**src/rtl/note_event_tracker_pkg.sv**
```systemverilog
// Shared types and constants for the note event tracker.
//  - note_t          : 8-bit note code {letter[3:0], octave[2:0], acc}
//  - DUR_*           : one-hot duration codes
//  - tracker_state_t : run tracker FSM states (ST_PEND only used with NOTE_DEBOUNCE_EN)
package note_event_tracker_pkg;

  typedef struct packed {
    logic [3:0] letter;
    logic [2:0] octave;
    logic       acc;
  } note_t;

  localparam logic [3:0] DUR_EIGHTH  = 4'b0001;
  localparam logic [3:0] DUR_QUARTER = 4'b0010;
  localparam logic [3:0] DUR_HALF    = 4'b0100;
  localparam logic [3:0] DUR_WHOLE   = 4'b1000;

  typedef enum logic [1:0] {
    ST_IDLE,
    ST_TRACK,
    ST_PEND
  } tracker_state_t;

endpackage

```
**src/rtl/note_event_tracker_if.sv**
```systemverilog
// Frame input / note event output bundle of the note event tracker.
//  master : tracker side (takes frames and note_ready, drives the event register)
//  slave  : environment side (frame source and event consumer)
interface note_event_tracker_if;
  import note_event_tracker_pkg::*;

  logic       frame_valid;
  logic       frame_pitched;
  note_t      frame_note;
  logic       note_ready;
  logic       note_valid;
  note_t      note;
  logic [3:0] duration;
  logic       overflow;

  modport master (
    input  frame_valid, frame_pitched, frame_note, note_ready,
    output note_valid, note, duration, overflow
  );

  modport slave (
    output frame_valid, frame_pitched, frame_note, note_ready,
    input  note_valid, note, duration, overflow
  );

endinterface

```
**src/rtl/note_event_tracker_classify.sv**
```systemverilog
// note_duration_classify: combinational run length -> {emit, one-hot duration}.
//  cnt      in  CNT_W  run length in frames
//  emit     out 1      run is long enough to be reported
//  duration out 4      one-hot duration code for the run length
module note_duration_classify
  import note_event_tracker_pkg::*;
#(
  parameter int unsigned MIN_FRAMES  = 2,
  parameter int unsigned EIGHTH_MAX  = 3,
  parameter int unsigned QUARTER_MAX = 7,
  parameter int unsigned HALF_MAX    = 15,
  parameter int unsigned CNT_W       = 5
) (
  input  logic [CNT_W-1:0] cnt,
  output logic             emit,
  output logic [3:0]       duration
);

  localparam logic [CNT_W-1:0] MIN_C     = CNT_W'(MIN_FRAMES);
  localparam logic [CNT_W-1:0] EIGHTH_C  = CNT_W'(EIGHTH_MAX);
  localparam logic [CNT_W-1:0] QUARTER_C = CNT_W'(QUARTER_MAX);
  localparam logic [CNT_W-1:0] HALF_C    = CNT_W'(HALF_MAX);

  always_comb begin
    emit = (cnt >= MIN_C);
    if (cnt <= EIGHTH_C)       duration = DUR_EIGHTH;
    else if (cnt <= QUARTER_C) duration = DUR_QUARTER;
    else if (cnt <= HALF_C)    duration = DUR_HALF;
    else                       duration = DUR_WHOLE;
  end

endmodule

```
**src/rtl/note_event_tracker.sv**
```systemverilog
// note_event_tracker: turns per-frame pitch classifications into {note, duration}
// events held in a single-entry valid/ready output register.
//  clk    in  system clock
//  reset  in  synchronous active-high reset
//  bus    note_event_tracker_if.master:
//         frame_valid/frame_pitched/frame_note in, note_ready in,
//         note_valid/note/duration/overflow out
// Optional feature: define NOTE_DEBOUNCE_EN to absorb single differing frames
// inside a run (one frame of extra termination latency).
module note_event_tracker
  import note_event_tracker_pkg::*;
#(
  parameter int unsigned MIN_FRAMES  = 2,
  parameter int unsigned EIGHTH_MAX  = 3,
  parameter int unsigned QUARTER_MAX = 7,
  parameter int unsigned HALF_MAX    = 15,
  parameter int unsigned MAX_FRAMES  = 22,
  parameter int unsigned CNT_W       = 5
) (
  input logic                  clk,
  input logic                  reset,
  note_event_tracker_if.master bus
);

  localparam logic [CNT_W-1:0] MAX_C = CNT_W'(MAX_FRAMES);

  tracker_state_t   state, state_n;
  note_t            cur_note, cur_note_n;
  logic [CNT_W-1:0] cnt, cnt_n, cls_cnt, cnt_inc;
  logic             frame_same;
  logic             ev_req, ev_fire, cls_emit;
  logic [3:0]       cls_dur;

`ifdef NOTE_DEBOUNCE_EN
  note_t            pend_note, pend_note_n;
  logic             pend_pitched, pend_pitched_n;
  logic             pend_match;
  logic [CNT_W-1:0] cnt_add2;
`endif

  assign frame_same = bus.frame_pitched && (bus.frame_note == cur_note);
  assign cnt_inc    = cnt + 1'b1;
`ifdef NOTE_DEBOUNCE_EN
  assign cnt_add2   = cnt + CNT_W'(2);
  // Rests compare equal to each other regardless of the note bits.
  assign pend_match = bus.frame_pitched ? (pend_pitched && (bus.frame_note == pend_note))
                                        : !pend_pitched;
`endif

  note_duration_classify #(
    .MIN_FRAMES (MIN_FRAMES),
    .EIGHTH_MAX (EIGHTH_MAX),
    .QUARTER_MAX(QUARTER_MAX),
    .HALF_MAX   (HALF_MAX),
    .CNT_W      (CNT_W)
  ) u_classify (
    .cnt     (cls_cnt),
    .emit    (cls_emit),
    .duration(cls_dur)
  );

  // Every event reports cur_note as it was before this frame.
  assign ev_fire = ev_req && cls_emit;

  always_ff @(posedge clk) begin
    if (reset) begin
      state        <= ST_IDLE;
      cur_note     <= '0;
      cnt          <= '0;
`ifdef NOTE_DEBOUNCE_EN
      pend_note    <= '0;
      pend_pitched <= 1'b0;
`endif
    end else begin
      state        <= state_n;
      cur_note     <= cur_note_n;
      cnt          <= cnt_n;
`ifdef NOTE_DEBOUNCE_EN
      pend_note    <= pend_note_n;
      pend_pitched <= pend_pitched_n;
`endif
    end
  end

  always_comb begin
    state_n        = state;
    cur_note_n     = cur_note;
    cnt_n          = cnt;
    cls_cnt        = cnt;
    ev_req         = 1'b0;
`ifdef NOTE_DEBOUNCE_EN
    pend_note_n    = pend_note;
    pend_pitched_n = pend_pitched;
`endif
    if (bus.frame_valid) begin
      case (state)
        ST_IDLE: begin
          if (bus.frame_pitched) begin
            state_n    = ST_TRACK;
            cur_note_n = bus.frame_note;
            cnt_n      = CNT_W'(1);
          end
        end
        ST_TRACK: begin
          if (frame_same) begin
            if (cnt_inc == MAX_C) begin
              ev_req  = 1'b1;
              cls_cnt = MAX_C;
              cnt_n   = '0;
            end else begin
              cnt_n = cnt_inc;
            end
          end else begin
`ifdef NOTE_DEBOUNCE_EN
            state_n        = ST_PEND;
            pend_note_n    = bus.frame_note;
            pend_pitched_n = bus.frame_pitched;
`else
            ev_req = 1'b1;
            if (bus.frame_pitched) begin
              cur_note_n = bus.frame_note;
              cnt_n      = CNT_W'(1);
            end else begin
              state_n = ST_IDLE;
              cnt_n   = '0;
            end
`endif
          end
        end
`ifdef NOTE_DEBOUNCE_EN
        ST_PEND: begin
          if (frame_same) begin
            // Glitch frame absorbed: it and this frame both count toward the run.
            state_n = ST_TRACK;
            if (cnt_add2 >= MAX_C) begin
              ev_req  = 1'b1;
              cls_cnt = MAX_C;
              cnt_n   = cnt_add2 - MAX_C;
            end else begin
              cnt_n = cnt_add2;
            end
          end else if (pend_match) begin
            ev_req = 1'b1;
            if (bus.frame_pitched) begin
              state_n    = ST_TRACK;
              cur_note_n = bus.frame_note;
              cnt_n      = CNT_W'(2);
            end else begin
              state_n = ST_IDLE;
              cnt_n   = '0;
            end
          end else begin
            pend_note_n    = bus.frame_note;
            pend_pitched_n = bus.frame_pitched;
          end
        end
`endif
        default: state_n = ST_IDLE;
      endcase
    end
  end

  always_ff @(posedge clk) begin
    if (reset) begin
      bus.note_valid <= 1'b0;
      bus.note       <= '0;
      bus.duration   <= '0;
      bus.overflow   <= 1'b0;
    end else if (ev_fire) begin
      if (!bus.note_valid || bus.note_ready) begin
        bus.note_valid <= 1'b1;
        bus.note       <= cur_note;
        bus.duration   <= cls_dur;
      end else begin
        bus.overflow <= 1'b1;
      end
    end else if (bus.note_valid && bus.note_ready) begin
      bus.note_valid <= 1'b0;
    end
  end

endmodule
```
**src/flat_wrapper.sv**
```systemverilog
// flat-port wrapper written by rule: the top's interface ports become plain ports
module note_event_tracker_flat import note_event_tracker_pkg::*;
#(
  parameter int unsigned MIN_FRAMES  = 2,
  parameter int unsigned EIGHTH_MAX  = 3,
  parameter int unsigned QUARTER_MAX = 7,
  parameter int unsigned HALF_MAX    = 15,
  parameter int unsigned MAX_FRAMES  = 22,
  parameter int unsigned CNT_W       = 5
)
  (clk, reset, bus_frame_valid, bus_frame_pitched, bus_frame_note, bus_note_ready, bus_note_valid, bus_note, bus_duration, bus_overflow);
  note_event_tracker_if bus_i ();
  input logic clk;
  input logic reset;
  input wire logic [$bits(bus_i.frame_valid)-1:0] bus_frame_valid;
  input wire logic [$bits(bus_i.frame_pitched)-1:0] bus_frame_pitched;
  input wire logic [$bits(bus_i.frame_note)-1:0] bus_frame_note;
  input wire logic [$bits(bus_i.note_ready)-1:0] bus_note_ready;
  output wire logic [$bits(bus_i.note_valid)-1:0] bus_note_valid;
  output wire logic [$bits(bus_i.note)-1:0] bus_note;
  output wire logic [$bits(bus_i.duration)-1:0] bus_duration;
  output wire logic [$bits(bus_i.overflow)-1:0] bus_overflow;
  assign bus_i.frame_valid = bus_frame_valid;
  assign bus_i.frame_pitched = bus_frame_pitched;
  assign bus_i.frame_note = bus_frame_note;
  assign bus_i.note_ready = bus_note_ready;
  assign bus_note_valid = bus_i.note_valid;
  assign bus_note = bus_i.note;
  assign bus_duration = bus_i.duration;
  assign bus_overflow = bus_i.overflow;
  note_event_tracker #(.MIN_FRAMES(MIN_FRAMES), .EIGHTH_MAX(EIGHTH_MAX), .QUARTER_MAX(QUARTER_MAX), .HALF_MAX(HALF_MAX), .MAX_FRAMES(MAX_FRAMES), .CNT_W(CNT_W)) u_core (.clk(clk), .reset(reset), .bus(bus_i));
endmodule
```
**config.mk**
```make
export PLATFORM = sky130hd
export DESIGN_NAME = note_event_tracker_flat
export DESIGN_NICKNAME = d
export VERILOG_FILES = /design/src/rtl/note_event_tracker_pkg.sv /design/src/rtl/note_event_tracker_if.sv /design/src/rtl/note_event_tracker_classify.sv /design/src/rtl/note_event_tracker.sv /design/src/flat_wrapper.sv
export SDC_FILE = /design/constraint.sdc
export NUM_CORES = 1
export LEC_CHECK = 0
export ABC_AREA = 1
export CAP_MARGIN = 20
export CORE_ASPECT_RATIO = 0.8
export CORE_UTILIZATION = 30
export CTS_CLUSTER_DIAMETER = 60
export DETAILED_ROUTE_END_ITERATION = 10
export PLACE_DENSITY = 0.48
export SLEW_MARGIN = 25
export SYNTH_ARGS = -nofsm -noshare
export SYNTH_HDL_FRONTEND = slang
export SYNTH_HIERARCHICAL = 1
export SYNTH_SLANG_ARGS = --single-unit
```
**constraint.sdc**
```tcl
create_clock -name clk -period 2.36 [get_ports clk]
set_input_delay 0.472 -clock clk [delete_from_list [all_inputs] [get_ports clk]]
set_output_delay 0.472 -clock clk [all_outputs]
set_load 0.05 [all_outputs]
```
* Yosys cells after proc, flatten, opt, wreduce, memory -nomap -nowiden
Cells that the tools add are included.
Storage, ports and cells: register bits after elaboration 29, bits of input ports 13, output and inout port bits 14
Operators by class: add/subtract/negate cells 1, magnitude comparators 4, equality and inequality tests 7, muxes and demuxes 26, bitwise logic cells 1, reduce and logical (&&, ||, !) cells 14
Operators by type and width (number):
- 5-bit 2-to-1 mux | 7
- 8-bit 2-to-1 mux | 2
- 8-bit one-hot mux with 2 select lines | 1
- 4-bit 2-to-1 mux | 3
- 5-bit one-hot mux with 2 select lines | 1
- 8-bit == test | 1
- 1-bit 2-to-1 mux | 8
- 2-bit != test (second input constant) | 4
- 2-bit 2-to-1 mux | 3
- 2-bit AND reduction | 3
- 3-bit AND reduction | 2
- 5-bit by 1-bit adder with 5-bit output (second input constant) | 1
- 5-bit == test (second input constant) | 1
- 5-bit by 2-bit greater-or-equal comparator with 1-bit output (second input constant) | 1
- 5-bit by 2-bit less-or-equal comparator with 1-bit output (second input constant) | 1
- 5-bit by 3-bit less-or-equal comparator with 1-bit output (second input constant) | 1
- 5-bit by 4-bit less-or-equal comparator with 1-bit output (second input constant) | 1
- 2-bit one-hot mux with 2 select lines | 1
- 4-bit AND reduction | 1
- 2-bit nonzero test | 2
- 1-bit logical AND | 3
- 2-bit by 1-bit == test with 1-bit output (second input constant) | 1
- 2-bit zero test | 1
- 1-bit zero test | 1
- 2 further kinds | 2

* Longest topological paths before layout
Gate-level depths: netlist of run 1.
word-level depth 10, mapped depth 20, gate-level depth less buffers 19

* Modules after synthesis
Netlist of run 1, hierarchy kept.
By module, submodules not included:
- note_event_tracker | times used 1, cells each 259, area an instance 1660.3 µm²
- note_duration_classify | times used 1, cells each 11, area an instance 42.5 µm²

* Worst setup path before layout of run 1
No wires, ideal clock.
path kind input port to flip-flop, from input port bus_frame_note[3], to register u_core.bus.duration[2], arrival time 2.129 ns, data required time 2.250 ns, setup slack 0.121 ns, stages on the path 18, path buffers 1, cell sequence inv_1 -> nand2_1 -> nand2_1 -> nor2_1 -> nand2_1 -> nor2_2 -> nand2_2 -> inv_2 -> nand3_1 -> nand2_1 -> nor2_1 -> nand2_1 -> inv_1 -> nor2_2 -> clkbuf_1 -> nand4_1 -> nand2_1 -> nor2_1
Between the ends: elaborated cells between the ends (all ways) 17, classes of those cells 4 x order compare; 1 x eq/ne; 9 x mux; 3 x reduce/logical
RTL lines:
- start: declaration | RTL line flat_wrapper.sv:17 | input wire logic [$bits(bus_i.frame_note)-1:0] bus_frame_note;
- 8-bit == test | RTL line note_event_tracker.sv:41 | assign frame_same = bus.frame_pitched && (bus.frame_note == cur_note);
- 1-bit logical AND | RTL line note_event_tracker.sv:41
- 5-bit 2-to-1 mux | RTL line note_event_tracker.sv:105 | if (frame_same) begin
- 5-bit 2-to-1 mux | RTL line note_event_tracker.sv:96 | case (state)
- 5-bit 2-to-1 mux | RTL line note_event_tracker.sv:95 | if (bus.frame_valid) begin
- via u_core.cls_cnt[2] | RTL line note_event_tracker.sv:29 | logic [CNT_W-1:0] cnt, cnt_n, cls_cnt, cnt_inc;
- 5-bit by 2-bit greater-or-equal comparator with 1-bit output | RTL line note_event_tracker_classify.sv:25 | emit = (cnt >= MIN_C);
- via u_core.cls_emit | RTL line note_event_tracker.sv:31 | logic ev_req, ev_fire, cls_emit;
- 1-bit logical AND | RTL line note_event_tracker.sv:63 | assign ev_fire = ev_req && cls_emit;
- 2-bit AND reduction (no source line)
- end signal: assignment | RTL line note_event_tracker.sv:173 | bus.duration <= cls_dur;
- end: declaration | RTL line note_event_tracker_if.sv:18 | output note_valid, note, duration, overflow
The timed path passes the listed nets, and every way through them passes these cells. A chain may end at the register's enable or synchronous reset.

* Worst setup path in the final report of run 1
from input port bus_frame_note[2], to register u_core.bus.duration[2]
Same word-level chain as after synthesis.

==> results of run 1 <==
[state kept, by name, summed over array words and instances, names as in the netlist]
name                   cells
u_core/bus.duration        4
u_core/bus.note            8
u_core/bus.note_valid      1
u_core/bus.overflow        1
u_core/cnt                 5
u_core/cur_note            8
u_core/state               1
[metrics by stage]
step                setup TNS (ps)  setup WS [ps]
floorplan                        0          145.6
global placement             -2532         -199.0
detailed placement           -2823         -221.9
CTS                              0          88.87
global route                -18.39         -10.52
finish                           0          172.6
[repair_timing]
action,4_1_cts,5_1_grt
endpoints found under the setup margin,0,14
hold buffers,0,0
gates resized for setup,0,16
buffers inserted,0,1
[per-layer routing]
metal | global-route usage, % | wire length (um)
met3 | 3.214 | 102
met1 | 20.81 | 2152
met4 | 2.778 | 17
met5 | 0 | 0
met2 | 19.75 | 1555
[final cells by class]
| cell class | instances | area [um2] | area share [%] |
|---|---|---|---|
| clock inverter | 1 | 30.03 | 1.323 |
| tap | 78 | 97.59 | 4.300 |
| timing repair buffer | 45 | 416.7 | 18.36 |
| sequential | 28 | 561.8 | 24.75 |
| clock buffer | 3 | 41.29 | 1.819 |
| multi-input combinational | 163 | 865.8 | 38.15 |
| inverter | 68 | 256.5 | 11.30 |
[critical path, cell delays in order]
cell and delay, ps:
clkdlybuf4s50_1 500, xor2_1 150, nor2_1 60, buf_4 140, nand2_2 70, inv_2 50, nand3_4 60, nand2_1 50
inv_1 70, nor2_1 40, nand2_1 60, inv_1 50, nor2_4 190, buf_4 180, nand4_1 100, nand2_1 90
nor2_1 40
[placed cells by master (no fill, tap or decap), types with 4 or more instances in the layout]
master / n
dlymetal6s2s_1: 4
clkdlybuf4s50_1: 22
nand3_1: 12
inv_1: 57
nor2_1: 32
a21oi_1: 16
nand2_1: 54
nand2_2: 13
nand4_1: 14
inv_2: 7
dfxtp_1: 27
buf_4: 18
nand3_4: 4
[how the worst max path moves through the flow]
stage / to / slack [ps] / cells past startpoint
finish: u_core/bus.duration[2]$_SDFFE_PP0P_ / 170 / 17
global route: u_core/bus.note[1]$_SDFFE_PP0P_ / -10 / 17
global placement: u_core/bus.note[4]$_SDFFE_PP0P_ / -200 / 17
detailed placement: u_core/bus.duration[1]$_SDFFE_PP0P_ / -220 / 19
floorplan: u_core/bus.duration[2]$_SDFFE_PP0P_ / 150 / 18
CTS: u_core/bus.duration[1]$_SDFFE_PP0P_ / 90 / 19
[report_power, final]
part           internal (W)  switching [W]
registers          0.000488      0.0000134
logic             0.0000704      0.0000892
clock network      0.000227       0.000167
total              0.000786       0.000270
==> impl_metrics.toml, run 1 <==
[run_status]
outcome = "completed"

[global_route]
grt.overflow.total = 0
grt_pass1_vias = 1416
antenna_found_initial = 0
grt_max_degree = 17
gr-usage-all-layers_pct = 13.76
grt_pass1_wl_um = 6472

[power]
peakVddDrop_uv = 257.8
power_density_nw_per_um2 = 465.0
total_power_w = 0.001056
p_leak_nw = 1.087

[detailed_routing]
vias_per_cell = 4.047
first_pass_iters = 4
ant_nets = 0
wl_per_cell_um = 9.912
vias = 1562
drt_iter0_markers = 53
routed_wl_um = 3826
drcViolationCount = 0

[timing]
maxSlewViolCount = 0
setup_viol = 0
hold_slack_ps = 455.5
max_slew_margin_pct = 66.29
worst_pin_slew_ps = 505.1
max_freq_mhz = 457.2
fin_crit_ps = 2187
skew_ps = 5.714
finalHoldViolations = 0
finalCritPeriodShare_pct = 92.69

[floorplanning]
fp.dieW_um = 86.05
ios = 27
start_util_pct = 31.19
fp.dieH_um = 69.24
design.core.area_um2 = 5435
rows = 24
die-area_um2 = 5958

[cts]
clkLatencyLatePin_ps = 280
cts_tree = "yes"
cts-root-buf = "clkbuf_8"
cts_sinks = 28
clk_pin_slew_ps = 100
cts_buffers = 3
htree_levels = 1
clk_path_buf_depth = 2

[critical_path]
worstReg2RegStart = "u_core/cnt[1]$_SDFFE_PP0P_"
setup.worst_path.end_class = "flop"
r2r_end = "u_core/bus.duration[2]$_SDFFE_PP0P_"
worstSetupStartpoint = "bus_frame_note[2]"
cp_max_fo = 6
cp_data_required_time_ps = 2550
worst-endpoint-arrival_ps = 2380
reg2regPathDepth = 17
critPathKind = "in2reg"
reg2reg_setup_slack_ps = 230
start_kind = "input pin"

[min_path]
hold_end = "u_core/bus.overflow$_SDFFE_PP0P_"
hold_depth = 2
min_from = "u_core/bus.overflow$_SDFFE_PP0P_"
worstHoldPathType = "reg2reg"

[place]
io_buffers = 26
hpwlAfterDp_um = 2824
place_congestion = 0.8599
placed_cell_area_um2 = 2123
dp_cells = 379

[logic_synthesis]
netlist_area_um2 = 1695
yosysWarnings = 6
synth_cells = 268
syn_nets = 283
avgSynthCellArea_um2 = 6.326

[final_layout]
nets = 324
num_antenna_cells = 0
drive_above_1_share_pct = 18.83
stdcell_area_um2 = 2270
syn2layout_area_growth_pct = 33.87
final_cells = 386
fin_util_pct = 41.76
fill_cells = 606

[job]
cap_violations = 0
Note: power is estimated with default switching activity, not from simulation.
==> run 2, diff against run 1 <==
--- a/config.mk
+++ b/config.mk
@@ -8,12 +8,11 @@
 export ABC_AREA = 1
 export CAP_MARGIN = 20
 export CORE_ASPECT_RATIO = 0.8
-export CORE_UTILIZATION = 30
+export CORE_UTILIZATION = 45
 export CTS_CLUSTER_DIAMETER = 60
 export DETAILED_ROUTE_END_ITERATION = 10
-export PLACE_DENSITY = 0.48
+export PLACE_DENSITY = 0.71
 export SLEW_MARGIN = 25
 export SYNTH_ARGS = -nofsm -noshare
 export SYNTH_HDL_FRONTEND = slang
-export SYNTH_HIERARCHICAL = 1
 export SYNTH_SLANG_ARGS = --single-unit
==> run 2 against run 1 <==
Synthesized cell count fell by 22%. Largest power group unchanged. Global-route usage increased by 4.5 points. First-iteration DRC count is 13% higher. Clock-buffer cell count did not move. Core utilization up 20 points. Critical path depth decreased by 5. Clock skew up 0.83 ps. Die area down 44%. Largest cell class unchanged.
==> impl_metrics.toml, run 2 <==
[run_status]
outcome = "completed"

[final_layout]
num_antenna_cells = 0
fin_util_pct = 62.16
nets = 255
syn2layout_area_growth_pct = 27.00
final_common_cell = "nand2_1"
fill_cells = 290
top_regs = "u_core.bus.note: 8 flops, u_core.cur_note: 8 flops, u_core.cnt: 5 flops"
multi_input_area_um2 = 655.6
stdcell_area_um2 = 1772
drive_above_1_share_pct = 7.113
regArea_um2 = 560.5
final_cell_mix = "nand2_1, inv_1, nor2_1"

[cts]
cts_sinks = 28
cts_buffers = 3
cts-resized-gates = 0
cts-root-buf = "clkbuf_8"
clkLatencyLatePin_ps = 270
htree_levels = 1
clk_path_buf_depth = 2
cts_tree = "yes"
clk_pin_slew_ps = 90
ctsHoldBuffers = 0
cts_setup_buffers = 0

[critical_path]
worst-endpoint-arrival_ps = 2170
worstReg2RegStart = "u_core.cnt[0]$_SDFFE_PP0P_"
setup.worst_path.end_class = "flop"
start_kind = "input pin"
cp_data_required_time_ps = 2530
critPathKind = "in2reg"
cp-endpoint = "u_core.bus.note[0]$_SDFFE_PP0P_"
worstSetupStartpoint = "bus_frame_note[5]"
cp_max_fo = 24
r2r_end = "u_core.bus.note[0]$_SDFFE_PP0P_"
reg2regPathDepth = 11
reg2reg_setup_slack_ps = 460

[logic_synthesis]
synth_cells = 210
avgSynthCellArea_um2 = 6.643
synthTopCellsByCount = "nand2_1, inv_1, nor2_1, dfxtp_1, a21oi_1"
syn_nets = 225
synth_cell_types = 26
synth_ff_type = "dfxtp_1"
synth-edff-count = 0
synth_area_leaders = "dfxtp_1, nand2_1, inv_1, nor2_1, a21oi_1"
synth.most_common_cell = "nand2_1"
async_reset_ff_share_pct = 0
synth_top_area_share_pct = 40.18
synth_seq_cells = 28
synth.largest_area_cell = "dfxtp_1"
ys_seq_area_share_pct = 40.18
netlist_area_um2 = 1395
yosysWarnings = 0

[timing]
max_slew_margin_pct = 66.55
finalCritPeriodShare_pct = 84.67
final.setup.tns_ps = 0
fin_ws_ps = 361.7
rsz0062_at_grt = "false"
maxSlewViolCount = 0
max_freq_mhz = 500.4
setup_viol = 0
finalHoldViolations = 0
hold_slack_ps = 461.2
worst_pin_slew_ps = 500.2
skew_ps = 6.542
fin_crit_ps = 1998

[power]
seq_power_share_pct = 50.6
power.switching_w = 0.0002260
switching_share_pct = 22.78
p_leak_nw = 0.8349
internal_power_w = 0.0007662
clkPwrFrac_pct = 37.9
p_comb_share_pct = 11.5
power_density_nw_per_um2 = 560.0
peakVddDrop_uv = 437.2

[detailed_routing]
ant_nets = 0
vias = 1269
wl_per_cell_um = 9.635
first_pass_iters = 4
drcViolationCount = 0
drt_iter0_markers = 60
routed_wl_um = 2669
vias_per_cell = 4.581

[place]
hpwlAfterDp_um = 2010
io_buffers = 26
pre_cts_slack_ps = 71.99
place_congestion = 0.7676
placed_cell_area_um2 = 1700

[job]
cap_violations = 0

[global_route]
grt.overflow.total = 0
gr-usage-all-layers_pct = 18.24
grt_pass1_wl_um = 4719
antenna_found_initial = 0
grt_max_degree = 25
grt_pass1_vias = 1115

[floorplanning]
fp.dieH_um = 51.80
ios = 27
rows = 17
start_util_pct = 48.95
design.core.area_um2 = 2850
fp.dieW_um = 64.25
die-area_um2 = 3328

[min_path]
worstHoldPathType = "reg2reg"
==> run 2: cell types whose count changed in the layout (fill, tap and decap cells not counted), moves of 6 or more <==
cell / change
buf_4: -13
inv_1: -22
nand2_2: -12
nand3_1: -6
nand4_1: -12
o21ai_0: +9
==> run 2: final cells by class <==
cell class                 count  share of cell area, %
tap                           38                  2.684
clock inverter                 1                  1.695
timing repair buffer          31                  16.81
sequential                    28                  31.64
inverter                      37                  7.839
multi-input combinational    139                  37.01
clock buffer                   3                  2.331
==> run 2: critical path: stages <==
cell	delay, ps
clkdlybuf4s50_1	490
inv_1	50
nand2_1	50
nand2_1	40
nor2_1	100
nand3_1	120
nor2_2	160
nand3_1	110
nand3_2	120
nand3_4	210
nor2_1	180
nor2_1	70
==> run 2: worst min-delay path by stage <==
stage / start / to / depth (start not counted)
floorplan: u_core.state[0]$_SDFFE_PP0P_ / u_core.state[0]$_SDFFE_PP0P_ / 2
global placement: u_core.bus.overflow$_SDFFE_PP0P_ / u_core.bus.overflow$_SDFFE_PP0P_ / 2
detailed placement: u_core.bus.overflow$_SDFFE_PP0P_ / u_core.bus.overflow$_SDFFE_PP0P_ / 2
CTS: u_core.bus.overflow$_SDFFE_PP0P_ / u_core.bus.overflow$_SDFFE_PP0P_ / 2
global route: u_core.state[0]$_SDFFE_PP0P_ / u_core.state[0]$_SDFFE_PP0P_ / 2
finish: u_core.bus.overflow$_SDFFE_PP0P_ / u_core.bus.overflow$_SDFFE_PP0P_ / 2
==> run 2: cells by family after synthesis <==
family                     share of synthesized area, %
DFF                                               40.18
AOI/OAI and AO/OA                                 10.67
and+or+nand+nor                                   32.02
xor gates and xnor gates                          2.512
adders and majority gates                         1.793
buffers and inverters                             12.82
==> run 2: routing by layer <==
metal	wire length, um	track usage, %
met1	1497	25.74
met2	1038	28.07
met3	114	4.167
met4	19	4.444
met5	0	0
==> run 2: per-stage QoR <==
| step | instances | total power (W) |
|---|---|---|
| finish | 277 | 0.0009921 |
| global route | 277 | 0.001035 |
| CTS | 277 | 0.001001 |
| detailed placement | 273 | 0.0006264 |
| global placement | 273 | 0.0006260 |
| floorplan | 210 | 0.0005787 |
==> run 2: power by group through the flow <==
| stage | Sequential, W | Clock [W] | Combinational, W |
|---|---|---|---|
| after global placement | 0.000512 | 0 | 0.000114 |
| after global routing | 0.000504 | 0.000401 | 0.000130 |
| after CTS | 0.000501 | 0.000384 | 0.000115 |
| final | 0.000502 | 0.000376 | 0.000114 |
| after detailed placement | 0.000512 | 0 | 0.000114 |
| after floorplan | 0.000518 | 0 | 0.0000609 |
